## config.mk

```make
export PLATFORM = sky130hd
export DESIGN_NAME = bram_result_reader
export DESIGN_NICKNAME = d
export VERILOG_FILES = /design/src/rtl/bram_result_reader_pkg.sv /design/src/rtl/bram_result_reader_fifo.sv /design/src/rtl/bram_result_reader.sv
export SDC_FILE = /design/constraint.sdc
export NUM_CORES = 1
export LEC_CHECK = 0
export ABC_AREA = 1
export CAP_MARGIN = 20
export CORE_UTILIZATION = 46
export CTS_BUF_LIST = sky130_fd_sc_hd__clkbuf_8
export CTS_CLUSTER_DIAMETER = 200
export DETAILED_ROUTE_END_ITERATION = 8
export HOLD_SLACK_MARGIN = 0.03
export PLACE_DENSITY = 0.83
export SYNTH_ARGS = -nofsm -noshare
export SYNTH_HDL_FRONTEND = slang
export SYNTH_SLANG_ARGS = --single-unit
```

## constraint.sdc

```tcl
create_clock -name clk -period 2.9 [get_ports clk]
set_clock_uncertainty 0.15 [all_clocks]
set_input_delay 0.435 -clock clk [delete_from_list [all_inputs] [get_ports clk]]
set_output_delay 0.435 -clock clk [all_outputs]
set_load 0.01 [all_outputs]
```

## src/rtl/bram_result_reader_pkg.sv

```systemverilog
`default_nettype none
// ============================================================================
//  Module   : bram_result_reader_pkg
//  Purpose  : Shared definitions for the BRAM1 result reader. Holds the FSM
//             state encoding, the row layout (four 16-bit lanes per row) and
//             a helper that extracts one lane from a row.
//  Ports    : none (package)
//  Revision : 1.0 - initial release
// ============================================================================
package bram_result_reader_pkg;

  // FSM state encoding
  localparam logic [1:0] ST_IDLE = 2'd0;
  localparam logic [1:0] ST_RUN  = 2'd1;
  localparam logic [1:0] ST_DONE = 2'd2;

  typedef enum logic [1:0] {
    S_IDLE = ST_IDLE,
    S_RUN  = ST_RUN,
    S_DONE = ST_DONE
  } state_t;

  // Row layout: lane k occupies bits [16k+15:16k], so a row reads as
  // {result_4, result_3, result_2, result_1} from MSB to LSB.
  localparam int RESULT_WIDTH = 16;
  localparam int LANES        = 4;
  localparam int ROW_WIDTH    = LANES * RESULT_WIDTH;

  function automatic logic [RESULT_WIDTH-1:0] lane_of(
    input logic [ROW_WIDTH-1:0] row,
    input int                   k
  );
    return row[k*RESULT_WIDTH +: RESULT_WIDTH];
  endfunction

endpackage
`default_nettype wire

```

## src/rtl/bram_result_reader_fifo.sv

```systemverilog
`default_nettype none
// ============================================================================
//  Module   : result_stream_fifo
//  Purpose  : Small first-word-fall-through FIFO buffering rows between the
//             BRAM read port and the output stream. The head entry is
//             presented on pop_data straight from the storage registers.
//  Ports    : clk, reset_n        - clock, asynchronous active-low reset
//             push, push_data     - write one entry
//             pop                 - consume the head entry
//             pop_data            - head entry (valid while !empty)
//             count, empty, full  - occupancy status
//  Revision : 1.0 - initial release
// ============================================================================
module result_stream_fifo #(
  parameter int DEPTH = 2,
  parameter int WIDTH = 64,
  localparam int PTR_W = (DEPTH > 1) ? $clog2(DEPTH) : 1,
  localparam int CNT_W = $clog2(DEPTH + 1)
) (
  input  logic             clk,
  input  logic             reset_n,
  input  logic             push,
  input  logic [WIDTH-1:0] push_data,
  input  logic             pop,
  output logic [WIDTH-1:0] pop_data,
  output logic [CNT_W-1:0] count,
  output logic             empty,
  output logic             full
);

  logic [WIDTH-1:0] mem [DEPTH];
  logic [PTR_W-1:0] rd_ptr;
  logic [PTR_W-1:0] wr_ptr;
  logic [CNT_W-1:0] cnt;
  logic             do_pop;
  logic             do_push;

  function automatic logic [PTR_W-1:0] next_ptr(input logic [PTR_W-1:0] p);
    return (p == PTR_W'(DEPTH - 1)) ? '0 : p + PTR_W'(1);
  endfunction

  assign empty    = (cnt == '0);
  assign full     = (cnt == CNT_W'(DEPTH));
  assign count    = cnt;
  assign pop_data = mem[rd_ptr];

  // A push into a full FIFO is only accepted when the head leaves this cycle.
  assign do_pop  = pop & ~empty;
  assign do_push = push & (~full | do_pop);

  always_ff @(posedge clk or negedge reset_n) begin
    if (!reset_n) begin
      for (int i = 0; i < DEPTH; i++) begin
        mem[i] <= '0;
      end
      rd_ptr <= '0;
      wr_ptr <= '0;
      cnt    <= '0;
    end else begin
      if (do_push) begin
        mem[wr_ptr] <= push_data;
        wr_ptr      <= next_ptr(wr_ptr);
      end
      if (do_pop) begin
        rd_ptr <= next_ptr(rd_ptr);
      end
      case ({do_push, do_pop})
        2'b10:   cnt <= cnt + CNT_W'(1);
        2'b01:   cnt <= cnt - CNT_W'(1);
        default: cnt <= cnt;
      endcase
    end
  end

endmodule
`default_nettype wire

```

## src/rtl/bram_result_reader.sv

```systemverilog
`default_nettype none
// ============================================================================
//  Module   : bram_result_reader
//  Purpose  : Drains N rows of the result BRAM (BRAM1) and streams them out
//             on a valid/ready interface, with full backpressure support and
//             one row per cycle when the sink is always ready.
//  Ports    : clk, reset_n                - clock, async active-low reset
//             start_i, run_count_i        - run request and row count
//             idle_o, run_o, done_o       - FSM state indicators
//             addr_b1_o, ce_b1_o, we_b1_o,
//             d_b1_o, q_b1_i              - BRAM1 port (read-only use)
//             m_valid_o, m_ready_i,
//             m_data_o, m_last_o          - output row stream
//  Revision : 1.0 - initial release
// ============================================================================
module bram_result_reader
  import bram_result_reader_pkg::*;
#(
  parameter int CNT_BIT    = 31,
  parameter int DWIDTH     = 64,
  parameter int AWIDTH     = 8,
  parameter int MEM_SIZE   = 256,
  parameter int FIFO_DEPTH = 2
) (
  input  logic               clk,
  input  logic               reset_n,
  input  logic               start_i,
  input  logic [CNT_BIT-1:0] run_count_i,
  output logic               idle_o,
  output logic               run_o,
  output logic               done_o,
  output logic [AWIDTH-1:0]  addr_b1_o,
  output logic               ce_b1_o,
  output logic               we_b1_o,
  output logic [DWIDTH-1:0]  d_b1_o,
  input  logic [DWIDTH-1:0]  q_b1_i,
  output logic               m_valid_o,
  input  logic               m_ready_i,
  output logic [DWIDTH-1:0]  m_data_o,
  output logic               m_last_o
);

  localparam int FIFO_CNT_W = $clog2(FIFO_DEPTH + 1);
  localparam int OCC_W      = FIFO_CNT_W + 1;
  localparam int CW         = AWIDTH + 1;
  localparam logic [CNT_BIT-1:0] MEM_SIZE_CNT = CNT_BIT'(MEM_SIZE);

  state_t              state;
  state_t              state_nxt;
  logic [CW-1:0]       n_rows;
  logic [CW-1:0]       n_start;
  logic [CW-1:0]       issue_cnt;
  logic [CW-1:0]       beat_cnt;
  logic                inflight;
  logic [AWIDTH-1:0]   addr_q;
  logic                start_acc;
  logic                pop;
  logic                issue;
  logic [OCC_W-1:0]    occ;
  logic [FIFO_CNT_W-1:0] fifo_cnt;
  logic                fifo_empty;
  logic                fifo_full;

  // Row count clamped to the BRAM depth; addresses never wrap.
  assign n_start   = (run_count_i > MEM_SIZE_CNT) ? CW'(MEM_SIZE) : run_count_i[CW-1:0];
  assign start_acc = (state == S_IDLE) & start_i;
  assign pop       = m_valid_o & m_ready_i;

  // Rows already committed to the FIFO once this cycle settles: buffered
  // rows plus the one arriving from BRAM, minus the one leaving now. Using
  // the same-cycle pop lets the reader sustain one row per cycle with only
  // two buffer slots, at the cost of a combinational ready-to-ce path.
  assign occ   = OCC_W'(fifo_cnt) + OCC_W'(inflight) - OCC_W'(pop);
  assign issue = (state == S_RUN) && (issue_cnt < n_rows) &&
                 (occ < OCC_W'(FIFO_DEPTH)) && !(fifo_full && !pop);

  assign ce_b1_o   = issue;
  assign addr_b1_o = issue ? issue_cnt[AWIDTH-1:0] : addr_q;
  assign we_b1_o   = 1'b0;
  assign d_b1_o    = '0;

  assign m_valid_o = ~fifo_empty;
  assign m_last_o  = m_valid_o & (beat_cnt == n_rows - CW'(1));

  // ---------------------------------------------------------------- FSM ---
  always_ff @(posedge clk or negedge reset_n) begin
    if (!reset_n) begin
      state <= S_IDLE;
    end else begin
      state <= state_nxt;
    end
  end

  always_comb begin
    state_nxt = state;
    idle_o    = 1'b0;
    run_o     = 1'b0;
    done_o    = 1'b0;
    case (state)
      S_IDLE: begin
        idle_o = 1'b1;
        if (start_i) begin
          state_nxt = (n_start == '0) ? S_DONE : S_RUN;
        end
      end
      S_RUN: begin
        run_o = 1'b1;
        if (pop && m_last_o) begin
          state_nxt = S_DONE;
        end
      end
      S_DONE: begin
        done_o    = 1'b1;
        state_nxt = S_IDLE;
      end
      default: begin
        state_nxt = S_IDLE;
      end
    endcase
  end

  // ----------------------------------------------------------- counters ---
  always_ff @(posedge clk or negedge reset_n) begin
    if (!reset_n) begin
      n_rows    <= '0;
      issue_cnt <= '0;
      beat_cnt  <= '0;
      inflight  <= 1'b0;
      addr_q    <= '0;
    end else begin
      // BRAM data for a read issued this cycle is present next cycle.
      inflight <= issue;
      if (issue) begin
        addr_q <= issue_cnt[AWIDTH-1:0];
      end
      if (start_acc) begin
        n_rows    <= n_start;
        issue_cnt <= '0;
        beat_cnt  <= '0;
      end else begin
        if (issue) begin
          issue_cnt <= issue_cnt + CW'(1);
        end
        if (pop) begin
          beat_cnt <= beat_cnt + CW'(1);
        end
      end
    end
  end

  // ------------------------------------------------------- output FIFO ---
  result_stream_fifo #(
    .DEPTH (FIFO_DEPTH),
    .WIDTH (DWIDTH)
  ) u_fifo (
    .clk       (clk),
    .reset_n   (reset_n),
    .push      (inflight),
    .push_data (q_b1_i),
    .pop       (pop),
    .pop_data  (m_data_o),
    .count     (fifo_cnt),
    .empty     (fifo_empty),
    .full      (fifo_full)
  );

endmodule
`default_nettype wire

```

==> results of run 1 <==
cell families (layout without fill, tap and decap cells):
family / count (synthesis) / in the layout / share of synthesized area, %
and+or+nand+nor: 522 / 522 / 24.6
buffers and inverters: 217 / 370 / 13.1
DFF: 170 / 170 / 47.3
AOI/OAI and AO/OA: 167 / 167 / 11.6
xor gates and xnor gates: 14 / 14 / 1.36
adders and majority gates: 13 / 13 / 1.89
other: 1 / 65 / 0.0417
flip-flops by register name (all words and copies together), names as in the netlist:
signal and count:
addr_q 8, beat_cnt 9, inflight 1, issue_cnt 9, n_rows 9, state 2, u_fifo.count 2, u_fifo.mem 128
u_fifo.rd_ptr 1, u_fifo.wr_ptr 1
layer usage:
layer  up-vias  track usage (%)  part of all wire (%)
met2       275             36.8                    50
met3        40             4.83                   6.3
li1       3733                -                     -
met5         -                0                     0
met4         0             6.17                   1.9
met1      3490             27.0                    42
synth_stat cells, types with 2 or more instances:
| library cell | n |
|---|---|
| buf_6 | 13 |
| o21ai_1 | 16 |
| nand3_1 | 39 |
| buf_1 | 2 |
| nand4_1 | 5 |
| nand2_2 | 41 |
| o21ai_2 | 55 |
| nor4_1 | 7 |
| clkbuf_1 | 15 |
| ha_1 | 12 |
| or2_2 | 8 |
| xor2_1 | 7 |
| inv_2 | 8 |
| xnor2_1 | 7 |
| nor3_1 | 3 |
| dfrtp_1 | 170 |
| nor2_1 | 36 |
| inv_1 | 98 |
| nor2_2 | 3 |
| buf_2 | 16 |
| nand2_1 | 374 |
| o21ai_0 | 83 |
| a21oi_1 | 12 |
| buf_4 | 65 |
final cells by class:
cell class                 instances  share of cell area, %
clock buffer                      19                   2.22
clock inverter                    13                   1.44
inverter                         106                   3.43
multi-input combinational        781                   33.8
sequential                       170                   36.2
tap                              260                   2.77
timing repair buffer             232                   20.1
power by group through the flow:
stage	Clock (W)	Combinational, W	Sequential (W)
floorplan	0	0.00301	0.00383
finish	0.00179	0.00540	0.00392
CTS	0.00183	0.00537	0.00395
global route	0.00194	0.00595	0.00404
detailed placement	0	0.00517	0.00398
global placement	0	0.00504	0.00393
critical path: stages:
cell	delay, ns
clkdlybuf4s50_1	0.49
inv_1	0.10
nor2_8	0.11
ha_4	0.20
or2_4	0.23
fa_2	0.53
nand3b_1	0.09
a211oi_2	0.21
nand2_1	0.12
buf_6	0.16
buf_6	0.14
nand2_4	0.06
o21ai_4	0.05
buf_2	0.14
final timing paths:
path	start	to	slack [ns]	cells past startpoint
hold reg to reg	u_fifo.mem[80]	u_fifo.mem[80]	0.34	2
hold / removal	u_fifo.mem[80]	u_fifo.mem[80]	0.34	2
setup / recovery	m_ready_i	addr_b1_o[1]	-0.74	14
setup reg to reg	u_fifo.count[0]	issue_cnt[1]	0	13
min in group asynchronous	reset_n	u_fifo.mem[28]	0.41	2
max in group asynchronous	reset_n	u_fifo.mem[46]	1.48	3
layout by cell type, fill, tap and decap left out, drive strengths merged, types with 2 or more instances in the layout:
cell / netlist / routed
or2: 9 / 9
nor2: 40 / 40
clkinv: 0 / 3
inv: 106 / 114
xnor2: 7 / 7
bufinv: 0 / 2
dfrtp: 170 / 170
nand2: 415 / 415
o21ai: 154 / 154
clkbuf: 15 / 19
ha: 12 / 12
xor2: 7 / 7
buf: 96 / 66
nand4: 6 / 6
nor3: 4 / 4
a21oi: 12 / 12
clkdlybuf4s50: 0 / 165
nand3: 39 / 39
nor4: 7 / 7
conb: 1 / 65
metrics by stage:
step / setup WS, ns / hold slack (ns)
detailed placement: -1.19 / 0.308
global route: -0.839 / 0.355
global placement: -1.15 / 0.313
finish: -0.740 / 0.339
floorplan: -0.00713 / -0.0106
CTS: -0.778 / 0.339
repair_timing:
item | in CTS | in global routing
pin swaps | 7 | 10
hold endpoints to repair | 65 | 0
resized for setup | 67 | 12
setup endpoints to repair | 37 | 43
hold buffers | 1 | 0
setup buffers | 9 | 3
gates cloned | 1 | 0
==> impl_metrics.csv, run 1 <==
group,metric,value,unit
pwr,p_clk_share,16.1,%
place,gp_congestion,0.860,
clock_network,cts_buffer_depth,2,
layout,drive_above_1_share,18.9,%
floorplanning,ios,242,
timing,fin_crit_sh,126,%
synth,yosysSeqAreaShare,47.3,%
drt,drc,0,
timing,rsz0062_at_grt,"true",
layout,layout.nets,1420,
flow_run,cap_violations,0,
drt,vias,7538,
timing,fin_crit,3.64,ns
timing,fin_tns_setup,-6.42,ns
clock_network,clk_pin_slew,0.09,ns
layout,final.fill_count,1585,
layout,final_util,62.0,%
run_status,violations,"negative setup slack",
pwr,p_leak,5.97,nW
floorplanning,num_rows,50,
pwr,seq_power_share,35.3,%
timing,fin_ws,-0.740,ns
layout,syn2layout_area_growth,30.8,%
synth,yosys_warnings,0,
clock_network,cts_buffers,17,
synth,yosysTopAreaCell,"dfrtp_1",
pwr,p_per_area,945,nW/um2
drt,routed_wl,21000,um
synth,syn_area,8990,um2
layout,final_area,11800,um2
pwr,p_total,0.0111,W
layout,diodes,0,
timing,max_slew_margin,54.5,%
global_routing,grt_overflow_total,0,
timing,hold_viol_final,0,
pwr,netSwitchingPower,0.00428,W
floorplanning,die_width,142,um
synth,synthTopCellsByArea,"dfrtp_1, nand2_1, buf_4",
worst_hold_path,hold_class,"reg -> reg",
timing,fmax,275,MHz
global_routing,grt_max_degree,71,
setup_path,start_kind,"input pin",
run_status,outcome,"finished with violations",
synth,ys.flop_type,"dfrtp_1",
pwr,intPower,0.00683,W
synth,synth_seq_cells,170,
synth,syn_inst,1104,
pwr,p_comb_share,48.6,%
place,place_area,11100,um2
layout,multi_input_area,3980,um2
pwr,vdd_drop_max,0.423,mV
drt,wl_per_cell,13.3,um
drt,via_per_inst,4.77,
floorplanning,start_util,47.4,%
drt,drt_first_pass_iters,6,
pwr,switching_share,38.5,%
layout,final_cells,1581,
timing,slew_viol_final,0,
floorplanning,die_area,20100,um2
clock_network,clk_latency,0.46,ns
clock_network,cts_sinks,170,
layout,regArea,4260,um2
setup_path,cp_max_fo,5,
setup_path,crit_path_end_kind,"output port",
synth,synth_top_cell_area_share,47.3,%
place,placed_cells,1536,
setup_path,critPathKind,"in -> out",
setup_path,arrival,3.05,ns
global_routing,antenna_found_initial,0,
place,post-dp-hpwl,14600,um
timing,tightest_slew,0.682,ns
synth,synthDistinctLibCells,33,
setup_path,worstPathRequired,2.32,ns
floorplanning,fp.coreArea,19000,um2
timing,setup_viol,10,
global_routing,grt_pass1_wl,34000,um
drt,drtIter0Drc,514,
synth,synthArstFlopShare,100,%
synth,synth.avg_cell_area,8.14,um2
drt,drt.antenna.violating_nets,0,
global_routing,grt_pass1_vias,7184,
global_routing,grtUsageTotal,21.4,%
place,port_buffers,176,
clock_network,cts_tree,"built",
clock_network,htree_levels,4,
floorplanning,die_h,142,um
clock_network,root_buffer,"clkbuf_8",
synth,synth_enable_flop_cells,0,
Power figures use the tool's default switching activity.
==> inputs of run 2 (changes only) <==
==> constraint.sdc (replaced) <==
create_clock -name clk -period 3 [get_ports clk]
set_clock_uncertainty 0.15 [all_clocks]
set_input_delay 0.45 -clock clk [delete_from_list [all_inputs] [get_ports clk]]
set_output_delay 0.45 -clock clk [all_outputs]
set_load 0.01 [all_outputs]
==> impl_metrics.csv, run 2 (synthesis gave the netlist of run 1 again) <==
group,metric,value,unit
global_routing,grtUsageTotal,21.0,%
place,post-dp-hpwl,14300,um
place,gp_congestion,0.817,
timing,fin_crit,3.65,ns
worst_hold_path,hold_class,"in -> async",
global_routing,grt_pass1_vias,6922,
place,port_buffers,176,
layout,diodes,0,
setup_path,arrival,3.05,ns
timing,fin_crit_sh,122,%
clock_network,cts_buffers,17,
timing,setup_viol,9,
layout,max_flop_register,"u_fifo.mem",
setup_path,crit_chain,"clkdlybuf4s50_1 -> inv_2 -> nor2_8 -> ha_4 -> or2_4 -> fa_2 -> nand3b_1 -> a211oi_2 -> nand2_2 -> buf_12 -> buf_6 -> nand2_2 -> nand2_2 -> buf_6",
timing,fin_ws,-0.646,ns
pwr,switching_share,39.4,%
pwr,p_clk_share,15.7,%
setup_path,r2r_cells,12,
place,place_area,11000,um2
layout,layout_common_cells,"nand2_1, dfrtp_1, clkdlybuf4s50_1, inv_1, o21ai_0",
global_routing,grt_overflow_total,0,
timing,max_slew_margin,64.7,%
layout,syn2layout_area_growth,28.4,%
drt,wl_per_cell,13.1,um
pwr,netSwitchingPower,0.00417,W
run_status,outcome,"finished with violations",
clock_network,htree_levels,4,
layout,layout.nets,1400,
floorplanning,die_area,20100,um2
timing,tightest_slew,0.530,ns
setup_path,crit_family,"buffers and inverters",
pwr,p_per_area,917,nW/um2
clock_network,cts_sinks,170,
floorplanning,start_util,47.4,%
setup_path,cp.depth,14,
setup_path,crit_path_end_kind,"output port",
floorplanning,die_width,142,um
timing,fmax,274,MHz
layout,final_area,11500,um2
clock_network,cts_buffer_depth,2,
drt,drt_first_pass_iters,5,
timing,rsz0062_at_grt,"true",
layout,final.fill_count,1573,
clock_network,root_buffer,"clkbuf_8",
drt,top_layer,"met4",
setup_path,critPathKind,"in -> out",
clock_network,clk_latency,0.45,ns
run_status,violations,"negative setup slack",
floorplanning,fp.coreArea,19000,um2
drt,wl_met2,10100,um
drt,drtIter0Drc,521,
drt,wl_met3,1370,um
drt,routed_wl,20500,um
setup_path,crit_buf_inv,5,
floorplanning,die_h,142,um
floorplanning,ios,242,
pwr,vdd_drop_max,0.665,mV
pwr,seq_power_share,35.7,%
floorplanning,num_rows,50,
layout,final_common_cell,"nand2_1",
layout,drive_above_1_share,17.4,%
setup_path,cp_common_cell,"nand2_2",
timing,fin_tns_setup,-5.31,ns
flow_run,cap_violations,0,
setup_path,cpPeakStageDelay,0.53,ns
setup_path,regToRegSetupSlack,0.17,ns
setup_path,slowest_stage,"fa_2",
global_routing,grt_pass1_wl,33400,um
drt,drt.antenna.violating_nets,0,
layout,largest_reg_flops,128,
pwr,intPower,0.00642,W
pwr,p_comb_share,48.5,%
drt,vias,7441,
clock_network,cts_tree,"built",
timing,hold_viol_final,0,
drt,wl_met1,8820,um
timing,hold_ws,0.332,ns
setup_path,start_kind,"input pin",
timing,slew_viol_final,0,
drt,via_per_inst,4.77,
setup_path,worstPathRequired,2.40,ns
layout,final_util,60.9,%
clock_network,clk_pin_slew,0.11,ns
pwr,p_total,0.0106,W
global_routing,grt_max_degree,75,
pwr,p_leak,5.86,nW
setup_path,cp_max_fo,7,
drt,drc,0,
global_routing,antenna_found_initial,0,
-- run 2: path summary, 6_finish.rpt --
kind                                 startpoint               to
worst max register to register  u_fifo.count[0]     issue_cnt[1]
max in group asynchronous               reset_n   u_fifo.mem[62]
worst min register to register  u_fifo.mem[125]  u_fifo.mem[125]
min in group clk                u_fifo.mem[125]  u_fifo.mem[125]
worst max-delay path                  m_ready_i     addr_b1_o[4]
worst min-delay path                    reset_n   u_fifo.mem[96]
-- run 2: power groups by stage --
| stage | clock (W) | combinational, W | sequential, W |
|---|---|---|---|
| after floorplan | 0 | 0.00290 | 0.00370 |
| after global placement | 0 | 0.00488 | 0.00376 |
| after detailed placement | 0 | 0.00500 | 0.00382 |
| after CTS | 0.00171 | 0.00521 | 0.00378 |
| after global routing | 0.00181 | 0.00568 | 0.00390 |
| final | 0.00166 | 0.00514 | 0.00378 |
-- run 2: layer usage --
layer | track usage (%) | up-vias
met2 | 34.9 | 242
met1 | 27.1 | 3487
met5 | 0 | -
met4 | 5.32 | 0
met3 | 5.84 | 22
li1 | - | 3690
-- run 2: what timing repair did --
action,in CTS,in global routing
buffers inserted,1,4
cloned,1,0
gates resized for setup,62,9
hold buffers,1,0
hold endpoints to repair,45,0
pin swaps,6,7
endpoints found under the setup margin,10,19
-- run 2: area by class of cell --
| type | instances | area [um2] | share of cell area (%) |
|---|---|---|---|
| Clock buffer | 17 | 234 | 2.03 |
| Clock inverter | 15 | 176 | 1.53 |
| Inverter | 106 | 405 | 3.51 |
| Multi-Input combinational cell | 781 | 3950 | 34.2 |
| Sequential cell | 170 | 4260 | 36.9 |
| Tap cell | 260 | 325 | 2.82 |
| Timing Repair Buffer | 212 | 2190 | 19.0 |
-- run 2: metrics by stage --
stage	std cells	setup slack (ns)
6_report	1561	-0.646
5_1_grt	1561	-0.792
4_1_cts	1558	-0.689
3_5_place_dp	1523	-1.01
3_3_place_gp	1523	-0.970
2_1_floorplan	1168	0.0171
==> inputs of run 3 (changes only) <==
--- a/config.mk
+++ b/config.mk
@@ -13,6 +13,7 @@
 export DETAILED_ROUTE_END_ITERATION = 8
 export HOLD_SLACK_MARGIN = 0.03
 export PLACE_DENSITY = 0.83
+export SETUP_SLACK_MARGIN = 0.02
 export SYNTH_ARGS = -nofsm -noshare
 export SYNTH_HDL_FRONTEND = slang
 export SYNTH_SLANG_ARGS = --single-unit
==> impl_metrics.csv, run 3 (synthesis gave the netlist of run 1 again) <==
group,metric,value,unit
run_status,outcome,"finished with violations",
run_status,violations,"negative setup slack",
setup_path,critPathKind,"in -> out",
setup_path,crit_end,"addr_b1_o[1]",
clock_network,htree_levels,4,
floorplanning,start_util,47.4,%
timing,tightest_slew,0.576,ns
layout,regArea,4260,um2
drt,vias,7454,
setup_path,timing.rr.start,"u_fifo.count[0]",
place,port_buffers,176,
drt,wl_per_cell,12.8,um
timing,rsz0062_at_grt,"true",
drt,drtIter0Drc,384,
pwr,netSwitchingPower,0.00409,W
layout,syn2layout_area_growth,29.4,%
flow_run,cap_violations,0,
floorplanning,num_rows,50,
setup_path,r2r_cells,12,
timing,fmax,275,MHz
layout,final_cells,1570,
floorplanning,die_width,142,um
setup_path,cp_max_fo,8,
setup_path,slowest_stage,"fa_2",
clock_network,clk_latency,0.47,ns
global_routing,grt_pass1_wl,33600,um
setup_path,crit_start,"m_ready_i",
layout,largest_reg_flops,128,
clock_network,cts_buffer_depth,2,
layout,final_common_cell,"nand2_1",
place,placed_cells,1525,
timing,fin_crit_sh,121,%
global_routing,grt_max_degree,66,
place,post-dp-hpwl,14000,um
worst_hold_path,hold_class,"reg -> reg",
global_routing,grt_pass1_vias,7080,
timing,fin_ws,-0.633,ns
setup_path,worstPathRequired,2.40,ns
layout,final_util,61.4,%
setup_path,cpPeakStageDelay,0.52,ns
floorplanning,die_h,142,um
setup_path,r2r_end,"issue_cnt[1]",
floorplanning,ios,242,
timing,hold_viol_final,0,
clock_network,clk_pin_slew,0.08,ns
setup_path,regToRegSetupSlack,0.21,ns
layout,drive_above_1_share,18.1,%
setup_path,crit_path_end_kind,"output port",
clock_network,cts_tree,"built",
timing,setup_viol,9,
pwr,intPower,0.00652,W
timing,slew_viol_final,0,
clock_network,cts_buffers,17,
setup_path,arrival,3.03,ns
pwr,p_per_area,912,nW/um2
timing,fin_crit,3.63,ns
layout,max_flop_register,"u_fifo.mem",
place,gp_congestion,0.848,
layout,layout.nets,1409,
global_routing,grt_overflow_total,0,
pwr,p_leak,5.91,nW
floorplanning,fp.coreArea,19000,um2
pwr,p_clk_share,16.3,%
drt,drc,0,
pwr,switching_share,38.5,%
layout,final.fill_count,1618,
layout,multi_input_area,3980,um2
layout,diodes,0,
drt,routed_wl,20200,um
clock_network,cts_sinks,170,
global_routing,grtUsageTotal,20.9,%
drt,via_per_inst,4.75,
global_routing,antenna_found_initial,0,
clock_network,root_buffer,"clkbuf_8",
floorplanning,die_area,20100,um2
drt,drt_first_pass_iters,4,
pwr,seq_power_share,35.6,%
drt,drt.antenna.violating_nets,0,
setup_path,crit_chain,"clkdlybuf4s50_1 -> inv_2 -> nor2_8 -> ha_4 -> or2_4 -> fa_2 -> nand3b_1 -> a211oi_2 -> nand2_1 -> buf_8 -> buf_12 -> o21ai_4 -> buf_2",
setup_path,start_kind,"input pin",
layout,layout_common_cells,"nand2_1, dfrtp_1, clkdlybuf4s50_1, inv_1, o21ai_0",
pwr,p_comb_share,48.1,%
timing,max_slew_margin,61.6,%
pwr,vdd_drop_max,0.461,mV
==> run 3: metal layers <==
metal | up-vias | routed length [um] | track usage [%]
met3 | 33 | 1340 | 4.66
met5 | - | 0 | 0
li1 | 3709 | - | -
met2 | 272 | 9670 | 34.6
met1 | 3440 | 8690 | 26.7
met4 | 0 | 456 | 7.92
==> run 3: critical path: cells and delay by family <==
kind	cells	cell delay (ns)
buf+inv	5	1.02
fa+ha+maj	2	0.71
simple gates	4	0.54
compound gates	2	0.31
==> run 3: cell type report <==
cell class | instances | area share (%)
clock buffer | 18 | 2.13
clock inverter | 14 | 1.55
inverter | 106 | 3.44
multi-input combinational | 781 | 34.2
sequential | 170 | 36.6
tap | 260 | 2.80
timing repair buffer | 221 | 19.3
==> run 3: worst min-delay path by stage <==
stage,from,to,depth (start not counted)
after floorplan,reset_n,addr_q[0],0
after CTS,u_fifo.mem[72],u_fifo.mem[72],2
after detailed placement,addr_q[3],addr_q[3],2
after global placement,addr_q[3],addr_q[3],2
final,u_fifo.mem[80],u_fifo.mem[80],2
after global routing,u_fifo.mem[75],u_fifo.mem[75],2
==> run 3: power groups by stage <==
| stage | combinational, W | clock, W | sequential [W] |
|---|---|---|---|
| final | 0.00511 | 0.00173 | 0.00377 |
| after global routing | 0.00568 | 0.00185 | 0.00389 |
| after CTS | 0.00513 | 0.00177 | 0.00377 |
| after detailed placement | 0.00497 | 0 | 0.00381 |
| after global placement | 0.00486 | 0 | 0.00376 |
| after floorplan | 0.00291 | 0 | 0.00370 |
==> run 3: stage by stage <==
step | setup TNS, ns | hold WS [ns] | instance area (um2) | worst slack [ns] | total power (W)
floorplan | 0 | 0.00441 | 9320 | 0.0779 | 0.00661
global placement | -13.93 | 0.308 | 11000 | -1.05 | 0.00863
detailed placement | -14.61 | 0.308 | 11000 | -1.09 | 0.00878
CTS | -5.96 | 0.340 | 11600 | -0.694 | 0.0107
global route | -6.35 | 0.350 | 11600 | -0.740 | 0.0114
finish | -5.35 | 0.339 | 11600 | -0.633 | 0.0106
==> run 3: repair_timing <==
| item | CTS | global route |
|---|---|---|
| setup endpoints to repair | 10 | 10 |
| hold endpoints to repair | 60 | 0 |
| hold buffers | 1 | 0 |
| resized for setup | 64 | 6 |
| pin swaps | 9 | 6 |
| buffers inserted | 8 | 4 |
==> RTL edit: new RTL, config.mk and constraints of run 3 <==
Change the parameter `FIFO_DEPTH` from 2 to 1.
--- a/src/rtl/bram_result_reader.sv
+++ b/src/rtl/bram_result_reader.sv
@@ -20,7 +20,7 @@
   parameter int DWIDTH     = 64,
   parameter int AWIDTH     = 8,
   parameter int MEM_SIZE   = 256,
-  parameter int FIFO_DEPTH = 2
+  parameter int FIFO_DEPTH = 1
 ) (
   input  logic               clk,
   input  logic               reset_n,
Behaviour: not the same (a bounded check fails within 4 cycles, from zero or initial values and one cycle with reset_n low).
==> RTL edit against run 3 <==
The flow finishes with violations (DRC). Core utilization grew 3.7 points. Area after synthesis shrank 39%. Design area shrank 36%. Routed wire length shrank 36%. Total power shrank 43%. Non-clock buffer count shrank 17. Sequential cell count shrank 67. Synthesized cell count shrank 49%. Setup slack gained 780 ps. Sequential share of layout area shrank 2.2 points. Critical path type is now flop to output port. Largest cell class unchanged. Highest routed layer unchanged.
==> RTL edit: results (changes against run 3) <==
Setup path
  • CP endpoint: addr_b1_o[5]
  • Worst Path Max Fanout: 3 (-5)
  • Critical path's slowest cell: dfrtp_1
  • Critical path origin: n_rows[2]$_DFFE_PN0P_
  • Reg2reg setup slack: 750 ps (+540 ps)
  • Reg2reg path depth: 16 (+4)

Power and ir drop
  • VDD IR-drop max: 0.589 mV (+28%)
  • Static Leakage: 3.52 nW (-41%)
  • Clock share of power: 14.0% (-2.3 points)

Routing
  • Drt drc: 40 (+40)

Worst hold path
  • Hold Path Sink: u_fifo.count$_DFFE_PN0P_
  • Worst Hold Launch: m_ready_i

Clocking
  • Clock Latency Late Sink: 360 ps (-110 ps)
  • H-tree lvl count: 3 (-1)
  • Post-cts sizing count: 22 (-66%)
  • Clk slew on worst S/H paths: 110 ps (+30 ps)

Synthesis
  • Adder-cell area share of the yosys netlist: 2.75% (+0.86 points)
  • Top post-synthesis cells by area: dfrtp_1 (47%), mux2_2 (13%), buf_4 (8.9%)
  • Post-synth cell types: 35 (+6.1%)
  • Post-synthesis mux area share: 13.2% (+13 points)

Timing
  • Fin Hold WS: 247 ps (-92.5 ps)
  • Slew @ Worst Pin: 697 ps (+121 ps)

Global route
  • First-pass GRT wire length: 21,200 um (-37%)
  • Vias in the first global route: 4,387 (-38%)

Status
  • Failing checks: DRC
  • Status: complete, but fails checks
-- RTL edit: cell types whose count changed after synthesis, moves of 8 or more --
cell / run 3 / this run
inv_1: 98 / 31
nor3_1: 3 / 11
dfrtp_1: 170 / 103
o21ai_1: 16 / 1
nand3_1: 39 / 30
nand2_1: 374 / 98
nand4_1: 5 / 13
nand2_2: 41 / 3
mux2_2: 0 / 64
buf_2: 16 / 3
o21ai_2: 55 / 4
clkbuf_1: 15 / 2
o21ai_0: 83 / 16
nor2_1: 36 / 47
-- RTL edit: per-layer routing --
metal	share of wire, %	wire length, um	vias to the layer above	global-route usage (%)
met4	1.6	202	0	5.84
met2	54	6940	178	38.8
met1	38	4930	2093	24.9
met3	5.9	763	21	4.48
li1	-	-	2115	-
met5	0	0	-	0
-- RTL edit: final cells by class --
cell class	count	area, um2
Antenna cell	1	2.50
Timing Repair Buffer	204	1970
Sequential cell	103	2580
Clock inverter	5	50.0
Clock buffer	10	138
Fill cell	910	4020
Tap cell	143	179
Multi-Input combinational cell	405	2430
Inverter	37	143
